[config.mk]
export PLATFORM = sky130hd
export DESIGN_NAME = input_fifo_flat
export DESIGN_NICKNAME = d
export VERILOG_FILES = /design/src/rtl/noc_pkg.sv /design/src/rtl/input_fifo_if.sv /design/src/rtl/input_fifo.sv /design/src/flat_wrapper.sv
export SDC_FILE = /design/constraint.sdc
export NUM_CORES = 1
export LEC_CHECK = 0
export CAP_MARGIN = 5
export CORE_MARGIN = 2
export CORE_UTILIZATION = 35
export DETAILED_ROUTE_END_ITERATION = 10
export MAX_ROUTING_LAYER = met4
export PLACE_DENSITY_LB_ADDON = 0.2
export SYNTH_ARGS = -nofsm -noshare
export SYNTH_HDL_FRONTEND = slang
export SYNTH_SLANG_ARGS = --single-unit
[constraint.sdc]
create_clock -name clk -period 2.1 [get_ports clk]
set_input_delay 0.63 -clock clk [delete_from_list [all_inputs] [get_ports clk]]
set_output_delay 0.63 -clock clk [all_outputs]
set_load 0.01 [all_outputs]
[src/rtl/noc_pkg.sv]
// Shared NoC router definitions: default flit geometry, port indices, flit type
// and the input-buffer handshake states.
package noc_pkg;
  localparam int NOC_DATA_WIDTH = 32;
  localparam int NOC_FIFO_DEPTH = 4;
  localparam int NUM_PORTS      = 5;

  typedef enum logic [2:0] {PORT_N, PORT_E, PORT_W, PORT_S, PORT_L} port_e;

  typedef logic [NOC_DATA_WIDTH-1:0] flit_t;

  typedef enum logic {ST_IDLE, ST_ACK} hs_state_e;
endpackage

[src/rtl/input_fifo_if.sv]
// Input-port bundle: upstream RTS/CTS link, arbiter grants, and the head-flit view
// presented to routing/arbitration.
interface input_fifo_if #(
  parameter int DATA_WIDTH = 32
);
  logic [DATA_WIDTH-1:0] RX;
  logic                  DRTS;
  logic                  CTS;
  logic                  read_en_N, read_en_E, read_en_W, read_en_S, read_en_L;
  logic [DATA_WIDTH-1:0] Data_out;
  logic                  empty;
  logic                  full;
  logic                  err_underflow;

  modport slave (
    input  RX, DRTS, read_en_N, read_en_E, read_en_W, read_en_S, read_en_L,
    output CTS, Data_out, empty, full, err_underflow
  );

  modport master (
    output RX, DRTS, read_en_N, read_en_E, read_en_W, read_en_S, read_en_L,
    input  CTS, Data_out, empty, full, err_underflow
  );
endinterface

[src/rtl/input_fifo.sv]
// Router input buffer: RTS/CTS capture into a small show-ahead FIFO, popped by any
// output arbiter grant. Underflow attempts are latched in a sticky error flag.
module input_fifo
  import noc_pkg::*;
#(
  parameter int DATA_WIDTH = NOC_DATA_WIDTH,
  parameter int DEPTH      = NOC_FIFO_DEPTH
) (
  input  logic         clk,
  input  logic         rst,
  input_fifo_if.slave  bus
);
  localparam int PW = (DEPTH > 1) ? $clog2(DEPTH) : 1;
  localparam int CW = $clog2(DEPTH + 1);

  typedef logic [PW-1:0] ptr_t;
  typedef logic [CW-1:0] cnt_t;

  // Explicit wrap so non-power-of-two depths stay inside the array.
  function automatic ptr_t ptr_inc(input ptr_t p);
    return (p == ptr_t'(DEPTH - 1)) ? '0 : p + ptr_t'(1);
  endfunction

  hs_state_e             state_q, state_d;
  logic [DATA_WIDTH-1:0] mem_q [DEPTH];
  logic [DATA_WIDTH-1:0] mem_d [DEPTH];
  ptr_t                  wr_ptr_q, wr_ptr_d, rd_ptr_q, rd_ptr_d;
  cnt_t                  count_q, count_d;
  logic                  err_q, err_d;

  logic                  cts, empty, full, wr_en, rd_req, rd_en;
  logic [NUM_PORTS-1:0]  grant;

  assign empty = (count_q == '0);
  assign full  = (count_q == cnt_t'(DEPTH));

  assign grant[PORT_N] = bus.read_en_N;
  assign grant[PORT_E] = bus.read_en_E;
  assign grant[PORT_W] = bus.read_en_W;
  assign grant[PORT_S] = bus.read_en_S;
  assign grant[PORT_L] = bus.read_en_L;

  // Arbiters are mutually exclusive; several grants at once still pop one flit.
  assign rd_req = |grant;
  assign rd_en  = rd_req & ~empty;
  assign wr_en  = bus.DRTS & ~cts & ~full;

  // Handshake FSM: state register.
  always_ff @(posedge clk or negedge rst) begin
    if (!rst) state_q <= ST_IDLE;
    else      state_q <= state_d;
  end

  // Handshake FSM: next state. ACK lasts exactly one cycle.
  always_comb begin
    state_d = state_q;
    case (state_q)
      ST_IDLE: if (bus.DRTS && !full) state_d = ST_ACK;
      ST_ACK:  state_d = ST_IDLE;
      default: state_d = ST_IDLE;
    endcase
  end

  // Handshake FSM: outputs.
  always_comb begin
    cts = (state_q == ST_ACK);
  end

  always_comb begin
    mem_d    = mem_q;
    wr_ptr_d = wr_ptr_q;
    rd_ptr_d = rd_ptr_q;
    count_d  = count_q;
    err_d    = err_q | (rd_req & empty);
    if (wr_en) begin
      mem_d[wr_ptr_q] = bus.RX;
      wr_ptr_d        = ptr_inc(wr_ptr_q);
    end
    if (rd_en) rd_ptr_d = ptr_inc(rd_ptr_q);
    case ({wr_en, rd_en})
      2'b10:   count_d = count_q + cnt_t'(1);
      2'b01:   count_d = count_q - cnt_t'(1);
      default: count_d = count_q;
    endcase
  end

  always_ff @(posedge clk or negedge rst) begin
    if (!rst) begin
      for (int i = 0; i < DEPTH; i++) mem_q[i] <= '0;
      wr_ptr_q <= '0;
      rd_ptr_q <= '0;
      count_q  <= '0;
      err_q    <= 1'b0;
    end else begin
      mem_q    <= mem_d;
      wr_ptr_q <= wr_ptr_d;
      rd_ptr_q <= rd_ptr_d;
      count_q  <= count_d;
      err_q    <= err_d;
    end
  end

  assign bus.CTS           = cts;
  assign bus.Data_out      = mem_q[rd_ptr_q];
  assign bus.empty         = empty;
  assign bus.full          = full;
  assign bus.err_underflow = err_q;
endmodule
[src/flat_wrapper.sv]
// flat-port wrapper written by rule: the top's interface ports become plain ports
module input_fifo_flat import noc_pkg::*;
#(
  parameter int DATA_WIDTH = NOC_DATA_WIDTH,
  parameter int DEPTH      = NOC_FIFO_DEPTH
)
  (clk, rst, bus_RX, bus_DRTS, bus_read_en_N, bus_read_en_E, bus_read_en_W, bus_read_en_S, bus_read_en_L, bus_CTS, bus_Data_out, bus_empty, bus_full, bus_err_underflow);
  input_fifo_if #(.DATA_WIDTH(DATA_WIDTH)) bus_i ();
  input  logic clk;
  input  logic rst;
  input wire logic [$bits(bus_i.RX)-1:0] bus_RX;
  input wire logic [$bits(bus_i.DRTS)-1:0] bus_DRTS;
  input wire logic [$bits(bus_i.read_en_N)-1:0] bus_read_en_N;
  input wire logic [$bits(bus_i.read_en_E)-1:0] bus_read_en_E;
  input wire logic [$bits(bus_i.read_en_W)-1:0] bus_read_en_W;
  input wire logic [$bits(bus_i.read_en_S)-1:0] bus_read_en_S;
  input wire logic [$bits(bus_i.read_en_L)-1:0] bus_read_en_L;
  output wire logic [$bits(bus_i.CTS)-1:0] bus_CTS;
  output wire logic [$bits(bus_i.Data_out)-1:0] bus_Data_out;
  output wire logic [$bits(bus_i.empty)-1:0] bus_empty;
  output wire logic [$bits(bus_i.full)-1:0] bus_full;
  output wire logic [$bits(bus_i.err_underflow)-1:0] bus_err_underflow;
  assign bus_i.RX = bus_RX;
  assign bus_i.DRTS = bus_DRTS;
  assign bus_i.read_en_N = bus_read_en_N;
  assign bus_i.read_en_E = bus_read_en_E;
  assign bus_i.read_en_W = bus_read_en_W;
  assign bus_i.read_en_S = bus_read_en_S;
  assign bus_i.read_en_L = bus_read_en_L;
  assign bus_CTS = bus_i.CTS;
  assign bus_Data_out = bus_i.Data_out;
  assign bus_empty = bus_i.empty;
  assign bus_full = bus_i.full;
  assign bus_err_underflow = bus_i.err_underflow;
  input_fifo #(.DATA_WIDTH(DATA_WIDTH), .DEPTH(DEPTH)) u_core (.clk(clk), .rst(rst), .bus(bus_i));
endmodule
==> results.md, run 1 <==
* Status: finished, violations left
* Failing checks: negative setup slack
* Crit path arrival time at 1.80 ns
* Comb power frac at 46.6%
* Crit start category: register
* Worst path required time at 1.47 ns
* Synth unique cells at 22
* Crit path max fanout at 6
* Number of max-cap violations at 0
* Final hold viol count at 0
* Final net count at 517
* Vias in the first global route at 3,967
* Final ANT Viol Nets at 0
* Clock buffer depth at 2
* Post-Route Skew at 0.01096 ns
* Routed via count at 3,478
* Synth top area share at 51.52%
* Antenna violations before repair at 0
* Post-synthesis sequential area ratio at 51.52%
* Crit path time final at 2.430 ns
* Slew @ Worst Pin at 0.4214 ns
* DRC at 0
* Via-per-instance ratio at 4.851
* Sw Share at 29.44%
* Maximum vdd ir drop at 0.0007917 V
* Total wire length at 13,920 µm
* Cell Area, Synth at 6654 µm²
* M3 GR Usage at 4.016%
* Max Transition Viols Final at 0
* GRT met1 Usage at 21.19%
* Area growth syn-to-layout at 28.71%
* WL per Instance at 19.41 µm
* Pwr dens at 1763 nW/µm²
* Fin crit share at 115.7%
* Critical R2R Launch: u_core.count_q[0]
* Most Crowded Layer GR: met2
* First-pass iteration count of the detailed router at 4
* Pleak at 3.775 nW
* Reg power frac at 31.8%
* Grt met2 use at 22.76%
* Final HPWL DP at 8759 µm
* Crit path cell chain: buf_4, buf_12, mux4_2, buf_6
* Slack of the critical path at -0.3300 ns
* Number of buffers added on ports at 75
* RSZ-0062 raised after global routing: true
* Total GRT Usage at 15.38%
* Clock power share at 21.5%
* Leading area contributor after synthesis: dfrtp_1
* YS warnings at 0
* Reg2reg end: u_core.count_q[2]
* Die area at 20,130 µm²
* Synth area leaders: dfrtp_1, mux2_4, mux4_2, buf_12, mux2_2
* Rows at 50
* Initial Util at 35.57%
* Commonest non-fill, non-tap cell in the layout: dfrtp_1
* Worst R2R Setup Slack at 0.12 ns
* WS Path Type: reg2out
* GP Congestion at 0.6960
* CP max-delay cell: mux4_2
* Cts bufs inserted at 17
* H-tree Lvls at 4
* FF+latch count, synth at 137
* Layout cells sized above 1 at 58.59%
* Die W at 141.9 µm
* Die Ht at 141.9 µm
* Reg clk slew, reported paths at 0.06 ns
* CP Launch Point: u_core.rd_ptr_q[0]
* Hold WC Path Type: in2async
* Worst path max stage delay at 0.52 ns
* Peak Freq at 0.4115 GHz
* Syn avg cell area at 18.64 µm²
* Largest net degree at the start of global routing at 45
* Core ar. at 18,710 µm²
* Cells after synthesis at 357
* Worst Setup EP: bus_Data_out[10]
* Final setup violation count at 32
* R2R cell count at 9
* Switch Pwr at 4.445 mW
* Min Hold Slack at 0.1183 ns
* Sink Count at 137
* Crit end category: output pin
* Commonest non-fill, non-tap cells in the layout: dfrtp_1, mux2_4, clkdlybuf4s50_1
* Congestion Overflow GR at 0
* Syn Nets at 404
* Slew HR at 71.90%
* Setup TNS after final layout at -8.488 ns
* CTS tree: done
* Ant diodes at 0
* Skew-Pair Late Insertion Delay at 0.42 ns
* Final core utilization at 45.79%
* Root Driver: clkbuf_16
* First-pass GRT wire length at 22,600 µm
* Ports at 76
* Starting DRT DRC Count at 89
* Cell-internal power at 10.65 mW
-- repair_timing --
action / in CTS / in global routing
pin swaps: 1 / 3
gates cloned: 3 / 0
gates resized for setup: 159 / 9
hold buffers: 0 / 0
setup buffers: 9 / 2
setup endpoints to repair: 34 / 34
-- cell families after synthesis --
logic type / after synthesis / share of synthesized area (%)
buffers and inverters: 30 / 4.945
adder cells (fa/ha/maj): 7 / 1.429
AO/OA/AOI/OAI: 2 / 0.1880
XOR/XNOR: 3 / 0.3950
AND/OR/NAND/NOR: 13 / 1.429
multiplexers: 165 / 40.09
flip-flops: 137 / 51.52
-- cell type report --
| type | count | area, µm² |
|---|---|---|
| clock buffer | 17 | 425.4 |
| fill | 1623 | 10140 |
| tap | 234 | 292.8 |
| sequential | 137 | 3432 |
| multi-input combinational | 190 | 2964 |
| timing repair buffer | 118 | 1216 |
| inverter | 6 | 22.52 |
| clock inverter | 15 | 211.5 |
-- flip-flops by register name, indices dropped and copies added, names as in the netlist --
name	cells
u_core.mem_q	128
u_core.count_q	3
u_core.rd_ptr_q	2
u_core.wr_ptr_q	2
u_core.bus.CTS	1
u_core.bus.err_underflow	1
-- through the flow --
stage	power [mW]	area (µm²)	setup WS (ns)	cells
floorplan	9.228	6654	0.08100	357
detailed placement	11.81	7873	-0.3947	676
finish	15.10	8564	-0.3300	717
global route	15.97	8564	-0.4163	717
global placement	11.68	7873	-0.3243	676
CTS	15.49	8648	-0.3937	720
-- metal layers --
metal / vias to the layer above / routed length (µm)
met3: 12 / 516
met5: - / 0
met1: 1864 / 6587
met4: 0 / 151
met2: 60 / 6663
li1: 1542 / -
-- Yosys cell counts --
master / number
buf_2: 5
fa_1: 1
xor2_1: 2
buf_4: 4
mux2_4: 120
clkbuf_1: 3
buf_12: 12
nor2_1: 4
mux4_2: 32
mux2_2: 12
ha_1: 6
mux2i_1: 1
nand2_1: 1
a21o_1: 1
dfrtp_1: 137
inv_1: 6
xnor2_1: 1
nor4bb_1: 4
nor3b_4: 1
a21oi_1: 1
nor3_1: 2
nor3b_1: 1
-- power groups by stage --
stage | sequential (mW) | combinational, mW | clock, mW
floorplan | 4.52 | 4.71 | 0
detailed placement | 4.78 | 7.03 | 0
global placement | 4.74 | 6.94 | 0
global route | 4.97 | 7.52 | 3.48
CTS | 4.78 | 7.36 | 3.35
finish | 4.81 | 7.04 | 3.25
-- worst min path at each step --
stage / endpoint / start / slack [ns] / depth (start not counted)
6_report: u_core.mem_q[33] / rst / 0.12 / 1
5_1_grt: u_core.mem_q[33] / rst / 0.15 / 1
4_1_cts: u_core.mem_q[33] / rst / 0.13 / 1
3_5_place_dp: u_core.bus.err_underflow / u_core.bus.err_underflow / 0.45 / 1
3_3_place_gp: u_core.bus.err_underflow / u_core.bus.err_underflow / 0.45 / 1
2_1_floorplan: u_core.bus.CTS / rst / 0.33 / 0
-- critical path, delay by kind of cell, from the launching register on --
kind                   cells  cell delay, ns
buffers and inverters      3            0.41
multiplexers               1            0.52
flip-flops                 1            0.45
(Power assumes the default switching activity.)
==> run 2, diff against run 1 <==
Settings changed: MAX_ROUTING_LAYER met4 to default, PLACE_DENSITY from default to 0.6, PLACE_DENSITY_LB_ADDON 0.2 to default.
==> results.md, run 2 (same netlist as run 1, synthesis figures left out) <==
* Status: finished, violations left
* Failing checks: negative setup slack
* Slew HR at 71.22%
* Flip-flop count of the largest register after layout at 128
* Ports at 76
* Root Driver: clkbuf_16
* Worst R2R Setup Slack at 0.15 ns
* Reg2reg end: u_core.count_q[2]
* Biggest register: u_core.mem_q
* Total GRT Usage at 15.10%
* Die Ht at 141.9 µm
* Placed inst area at 7945 µm²
* Peak Freq at 0.4143 GHz
* First-pass GRT wire length at 22,850 µm
* Largest net degree at the start of global routing at 50
* GP Congestion at 0.7288
* Initial Util at 35.57%
* Top flop regs: u_core.mem_q x128, u_core.count_q x3
* Number of buffers added on ports at 75
* Pleak at 3.810 nW
* CTS tree: done
* Core ar. at 18,710 µm²
* Worst Setup EP: bus_Data_out[25]
* Maximum vdd ir drop at 0.0006644 V
* Final hold viol count at 0
* Final net count at 518
* Post-Route Skew at 0.006893 ns
* Max Transition Viols Final at 0
* Min Hold Slack at 0.1211 ns
* Final setup violation count at 32
* Commonest non-fill, non-tap cell in the layout: dfrtp_1
* Crit path arrival time at 1.78 ns
* Clock buffer depth at 2
* Number of max-cap violations at 0
* H-tree Lvls at 4
* Crit path time final at 2.414 ns
* Final instance area at 8681 µm²
* Ant diodes at 0
* Routed via count at 3,479
* Critical R2R Launch: u_core.count_q[1]
* CP Launch Point: u_core.rd_ptr_q[0]
* Sink Count at 137
* Placed Cells at 679
* Commonest non-fill, non-tap cells in the layout: dfrtp_1, mux2_4, clkdlybuf4s50_1
* Hold WC Path Type: in2async
* First-pass iteration count of the detailed router at 4
* WS Path Type: reg2out
* Slew @ Worst Pin at 0.4317 ns
* Total Power at 15.21 mW
* RSZ-0062 raised after global routing: true
* Vias in the first global route at 4,115
* Die W at 141.9 µm
* Area of the multi-input gates at 2988 µm²
* Skew-Pair Late Insertion Delay at 0.42 ns
* Rows at 50
* Cts bufs inserted at 17
* Setup TNS after final layout at -8.288 ns
* Antenna violations before repair at 0
* Worst path required time at 1.47 ns
* Die area at 20,130 µm²
* Final HPWL DP at 9054 µm
* Final ANT Viol Nets at 0
* Via-per-instance ratio at 4.845
* Starting DRT DRC Count at 148
* Finished Layout Cells at 718
* WL per Instance at 19.48 µm
* R2R cell count at 9
* Layout cells sized above 1 at 59.71%
* DRC at 0
* Congestion Overflow GR at 0
* Final core utilization at 46.41%
* Crit start category: register
* Fin crit share at 114.9%
* Register area at 3435 µm²
* Crit path max fanout at 7
* Area growth syn-to-layout at 30.46%
* Pwr dens at 1753 nW/µm²
* Fillers at 1,570
* Reg clk slew, reported paths at 0.06 ns
* Slack of the critical path at -0.3135 ns
* Total wire length at 13,990 µm
* # hold bufs at CTS at 0
* Crit end category: output pin
* Worst slack, placed at -0.3852 ns
==> run 2: changes by cell type in the layout (fill, tap and decap cells not counted), sizes merged, moves of 2 or more <==
cell and delta:
inv -5, clkbuf +5, bufinv -2, clkinv +4
==> run 2: worst max-delay path: stages (launching register included) <==
cell and delay [ns]:
dfrtp_2 0.39, buf_12 0.14, buf_12 0.15, mux4_2 0.55, buf_6 0.15
==> run 2: cell type report <==
type | count | area share [%]
timing repair buffer | 119 | 15.57
clock buffer | 21 | 5.419
clock inverter | 11 | 1.398
inverter | 6 | 0.2594
tap | 234 | 3.373
multi-input combinational | 190 | 34.42
sequential | 137 | 39.56
==> run 2: timing repair <==
item,4_1_cts,5_1_grt
endpoints found under the setup margin,34,34
gates cloned,2,0
pin swaps,2,5
buffers inserted,3,4
gates resized for setup,146,33
==> run 2: worst min path at each step <==
stage,from,end,depth (start not counted)
6_report,rst,u_core.mem_q[99],1
5_1_grt,rst,u_core.mem_q[42],1
4_1_cts,rst,u_core.bus.CTS,1
3_5_place_dp,u_core.bus.err_underflow,u_core.bus.err_underflow,1
3_3_place_gp,u_core.bus.err_underflow,u_core.bus.err_underflow,1
2_1_floorplan,rst,u_core.bus.CTS,0
==> run 2: metal layers <==
metal  GRT usage, %  wire length (µm)  share of wire [%]
met1          19.68              6518                 47
met2          24.60              6834                 49
met3          3.577               432                3.1
met4          5.684               201                1.4
met5              0                 0                  0
==> run 2: report_power, final <==
part	switching, mW	leakage [nW]	internal (mW)	total (mW)
registers	0.811	1.63	4.01	4.82
clock network	1.12	0.289	1.84	2.96
logic	2.51	1.90	4.93	7.43
total	4.44	3.81	10.8	15.2
==> run 3, diff against run 2 <==
Settings changed: CORE_ASPECT_RATIO from default to 1.25, CTS_CLUSTER_SIZE from default to 40.
==> results.md, run 3 (same netlist as run 1, synthesis figures left out) <==
* Status: finished, violations left
* Failing checks: negative setup slack
* Crit. path cell count at 3
* Delay-heaviest family, CP: multiplexers
* WS Path Type: reg2out
* Maximum vdd ir drop at 0.0006382 V
* CTS tree: done
* Slew HR at 73.07%
* Commonest non-fill, non-tap cell in the layout: dfrtp_1
* Slack of the critical path at -0.3197 ns
* CP max-delay cell: mux4_2
* Crit path buf inv count at 2
* Starting DRT DRC Count at 137
* Crit start category: register
* Cts bufs inserted at 17
* Crit path arrival time at 1.79 ns
* Die W at 127.3 µm
* Crit path cell chain: buf_4, mux4_2, buf_6
* RSZ-0062 raised after global routing: true
* First-pass GRT wire length at 22,600 µm
* Slew @ Worst Pin at 0.4040 ns
* Routed via count at 3,461
* Flip-flop count of the largest register after layout at 128
* Crit end category: output pin
* Biggest register: u_core.mem_q
* Hold WC Path Type: in2async
* Root Driver: clkbuf_16
* Die area at 20,140 µm²
* Fin crit share at 115.2%
* Final core utilization at 45.94%
* Peak Freq at 0.4133 GHz
* Initial Util at 35.57%
* Top flop regs: u_core.mem_q x128, u_core.count_q x3
* Max Transition Viols Final at 0
* GP Congestion at 0.7013
* Rows at 56
* Ports at 76
* Ant diodes at 0
* Total wire length at 13,880 µm
* Antenna violations before repair at 0
* Largest net degree at the start of global routing at 41
* Number of buffers added on ports at 75
* Congestion Overflow GR at 0
* Finished Layout Cells at 719
* Pwr dens at 1738 nW/µm²
* Final ANT Viol Nets at 0
* Number of max-cap violations at 0
* First-pass iteration count of the detailed router at 4
* Final hold viol count at 0
* Total Power at 14.94 mW
* DRC at 0
* Final HPWL DP at 9071 µm
* WL per Instance at 19.30 µm
* Worst path max stage delay at 0.54 ns
* Crit path max fanout at 7
* Vias in the first global route at 4,045
* Placed Cells at 677
* Pleak at 3.784 nW
* Layout cells sized above 1 at 59.96%
* Total GRT Usage at 14.84%
* H-tree Lvls at 4
* Crit path time final at 2.420 ns
* Reg clk slew, reported paths at 0.06 ns
* Final instance area at 8594 µm²
* Final setup violation count at 32
* Via-per-instance ratio at 4.814
* Post-Route Skew at 0.009410 ns
* Core ar. at 18,710 µm²
* Clock buffer depth at 2
* Placed inst area at 7893 µm²
* Commonest non-fill, non-tap cells in the layout: dfrtp_1, mux2_4, clkdlybuf4s50_1
* R2R cell count at 9
* Die Ht at 158.2 µm
* Worst path required time at 1.47 ns
* Sink Count at 137
* Skew-Pair Late Insertion Delay at 0.42 ns
* Area growth syn-to-layout at 29.17%
* Final net count at 521
run 3: cell count changes in the layout (fill, tap and decap cells not counted), sizes merged:
cell,before,now
inv,6,8
clkinvlp,2,4
buf,77,79
clkinv,7,4
run 3: metrics by stage:
step	setup slack [ns]	TNS [ns]	hold WS, ns
2_1_floorplan	0.08100	0	0.3344
3_3_place_gp	-0.3470	-27.07	0.4443
3_5_place_dp	-0.4534	-26.72	0.4520
4_1_cts	-0.3559	-9.698	0.1340
5_1_grt	-0.3797	-11.33	0.1407
6_report	-0.3197	-9.014	0.1277
run 3: worst paths after layout:
kind	start	slack, ns	to
setup / recovery	u_core.rd_ptr_q[0]	-0.32	bus_Data_out[8]
hold / removal	rst	0.13	u_core.wr_ptr_q[1]
setup reg to reg	u_core.count_q[1]	0.14	u_core.count_q[2]
hold reg to reg	u_core.bus.err_underflow	0.47	u_core.bus.err_underflow
max in group asynchronous	rst	1.42	u_core.mem_q[57]
min in group clk	u_core.bus.err_underflow	0.47	u_core.bus.err_underflow
run 3: what timing repair did:
action	in CTS	in global routing
gates cloned	1	1
setup buffers	7	6
hold buffers	0	0
pin swaps	3	5
endpoints found under the setup margin	35	34
gates resized for setup	155	15
run 3: cell type report:
type | instances | area, µm²
fill | 1615 | 10110
clock buffer | 20 | 466.7
timing repair buffer | 122 | 1255
sequential | 137 | 3433
multi-input combinational | 190 | 2988
clock inverter | 12 | 138.9
tap | 232 | 290.3
inverter | 6 | 22.52
run 3: where the power goes:
group / switching (mW) / internal (mW)
clock: 1.19 / 1.85
sequential: 0.795 / 4.00
combinational: 2.44 / 4.66
total: 4.42 / 10.5
run 3: layer usage:
layer / track usage [%] / vias to the layer above / wire length, µm
met4: 5.913 / 0 / 277
li1: - / 1548 / -
met2: 23.89 / 61 / 6905
met1: 19.49 / 1834 / 6244
met5: 0 / - / 0
met3: 3.380 / 18 / 451
==> patch (config.mk and constraints of run 1) <==
The package constant `NOC_FIFO_DEPTH` goes from 4 to 8.
--- a/src/rtl/noc_pkg.sv
+++ b/src/rtl/noc_pkg.sv
@@ -4,3 +4,3 @@
   localparam int NOC_DATA_WIDTH = 32;
-  localparam int NOC_FIFO_DEPTH = 4;
+  localparam int NOC_FIFO_DEPTH = 8;
   localparam int NUM_PORTS      = 5;
Behaviour: not the same (a bounded check fails within 10 cycles, from zero or initial values and one cycle with rst low).
==> patch against run 1 <==
- the run still ends with negative setup slack left
- synthesized cell count rose by 100%
- sequential cell count up 131
- design area grew 93%
- wire length rose by 120%
- total power increased by 89%
- setup slack lost 0.54 ns
- worst hold slack improved by 0.34 ns
- area after synthesis up 94%
- largest power group unchanged
==> patch: results (changes against run 1) <==
** Run status
- The run finished, with violations left.
- Violated checks :: negative setup slack

** Placement
- The total cell area at the placement stage is 15150 µm² (+92%).
- The number of placed cells counting well taps was 1320 (+95%).
- DPL Wire Length :: 19290 µm (+120%)

** Cells and area
- The multi-input gate share of the layout cell area came to 36.48% (+1.9 points).
- The count of buffers not belonging to the clock network in the layout came to 190 (+61%).
- The storage element area is 6713 µm² (+96%).
- Fraction of final layout cells with drive strength greater than 1 :: 62.70% (+4.1 points)
- The number of inserted diodes is 1 (+1).
- Number of nets at the end of the flow :: 947 (+83%)
- The number of multi-input combinational cells was 404 (+110%).
- FILL cells :: 3123 (+92%)
- Clkbuf count :: 48 (+31)
- The fraction of cell area in non-clock buffers was 12.92% (-1.3 points).
- Inverter count :: 5 (-1)

** Global route
- Overall track demand over capacity in global routing :: 16.81% (+1.4 points)
- The initial antenna violation count is 1 (+1).
- Pin count of the biggest net entering global routing :: 66 (+47%)
- The wire length of the first global-routing pass came to 48400 µm (+110%).

** Routing
- Vias per std cell :: 4.984 (+2.8%)
- The total length of routed met3 wires came to 837 µm (+62%).
- The post-detailed-routing wire length came to 30190 µm (+120%).
- The met2 wire length is 15150 µm (+130%).
- Via count of the routed design :: 6948 (+100%)

** Clocking
- Worst skew pair latency :: 0.57 ns (+0.15 ns)
- Post-CTS Resized :: 190 (+19%)
- The cts-stage hold buffer count was 1 (+1).
- Post-CTS setup buffer count :: 12 (+3)
- Num CTS Buffers :: 31 (+14)

** Timing
- The transition time at the pin with the least slew margin came to 0.4421 ns (+0.02067 ns).
- The setup clock skew after layout is 0.01503 ns (+0.004071 ns).
- Setup violation total in the final timing report :: 37 (+16%)
- Worst setup margin :: -0.8713 ns (-0.5413 ns)

** Pwr
- The worst voltage drop across the vdd grid was 0.8663 mV (+9.4%).

** Synth
- The sequential area share after synthesis came to 52.05% (+0.53 points).
- Synth top cells by count :: sky130_fd_sc_hd__dfrtp_1, sky130_fd_sc_hd__mux2_4, sky130_fd_sc_hd__mux2_2
- The net count after synthesis is 771 (+91%).

** Worst setup path
- Endpoint of the lowest-slack register-to-register path :: u_core.count_q[3]
- Worst reg2reg setup slack :: -0.39 ns (-0.51 ns)
- On the critical path, the stage with the largest delay is an instance of sky130_fd_sc_hd__dfrtp_4.
- Termination of the worst setup path :: bus_Data_out[9]
- Arrival @ worst endpoint :: 2.34 ns (+0.54 ns)
## patch: changes by cell type after synthesis, moves of 4 or more
cell and delta:
sky130_fd_sc_hd__buf_6 +20, sky130_fd_sc_hd__mux2_4 +30, sky130_fd_sc_hd__dfrtp_1 +131, sky130_fd_sc_hd__mux2_2 +125, sky130_fd_sc_hd__mux4_2 +32, sky130_fd_sc_hd__buf_1 +5
sky130_fd_sc_hd__mux2_1 +8, sky130_fd_sc_hd__nor4bb_1 -4, sky130_fd_sc_hd__buf_12 -12, sky130_fd_sc_hd__clkbuf_1 +6
## patch: logic make-up (layout without fill, tap and decap cells)
family,Yosys count,after routing,synth area share [%]
other cells,0,1,0
xor+xnor,3,3,0.2040
fa+ha+maj,7,7,0.6798
flops,268,268,52.05
buf+inv,52,253,3.020
simple gates,26,26,2.166
mux,360,360,41.42
compound gates,8,8,0.4565
## patch: how the worst min path moves through the flow
stage | endpoint | startpoint | cells after the start | slack [ns]
2_1_floorplan | u_core.bus.CTS | rst | 0 | 0.33
3_3_place_gp | u_core.bus.err_underflow | u_core.bus.err_underflow | 1 | 0.46
3_5_place_dp | u_core.bus.err_underflow | u_core.bus.err_underflow | 1 | 0.46
4_1_cts | u_core.bus.err_underflow | u_core.bus.err_underflow | 1 | 0.47
5_1_grt | u_core.mem_q[239] | u_core.mem_q[239] | 1 | 0.50
6_report | u_core.bus.err_underflow | u_core.bus.err_underflow | 1 | 0.46
## patch: power by group
part	switching (mW)	internal [mW]
registers	1.49	7.74
logic	4.73	9.15
clock network	2.16	3.22
total	8.38	20.1
## patch: layer usage
layer / global-route usage [%] / up-vias
met4: 4.461 / 0
met5: - / -
li1: - / 3075
met1: 21.62 / 3720
met2: 27.94 / 100
met3: 2.527 / 53
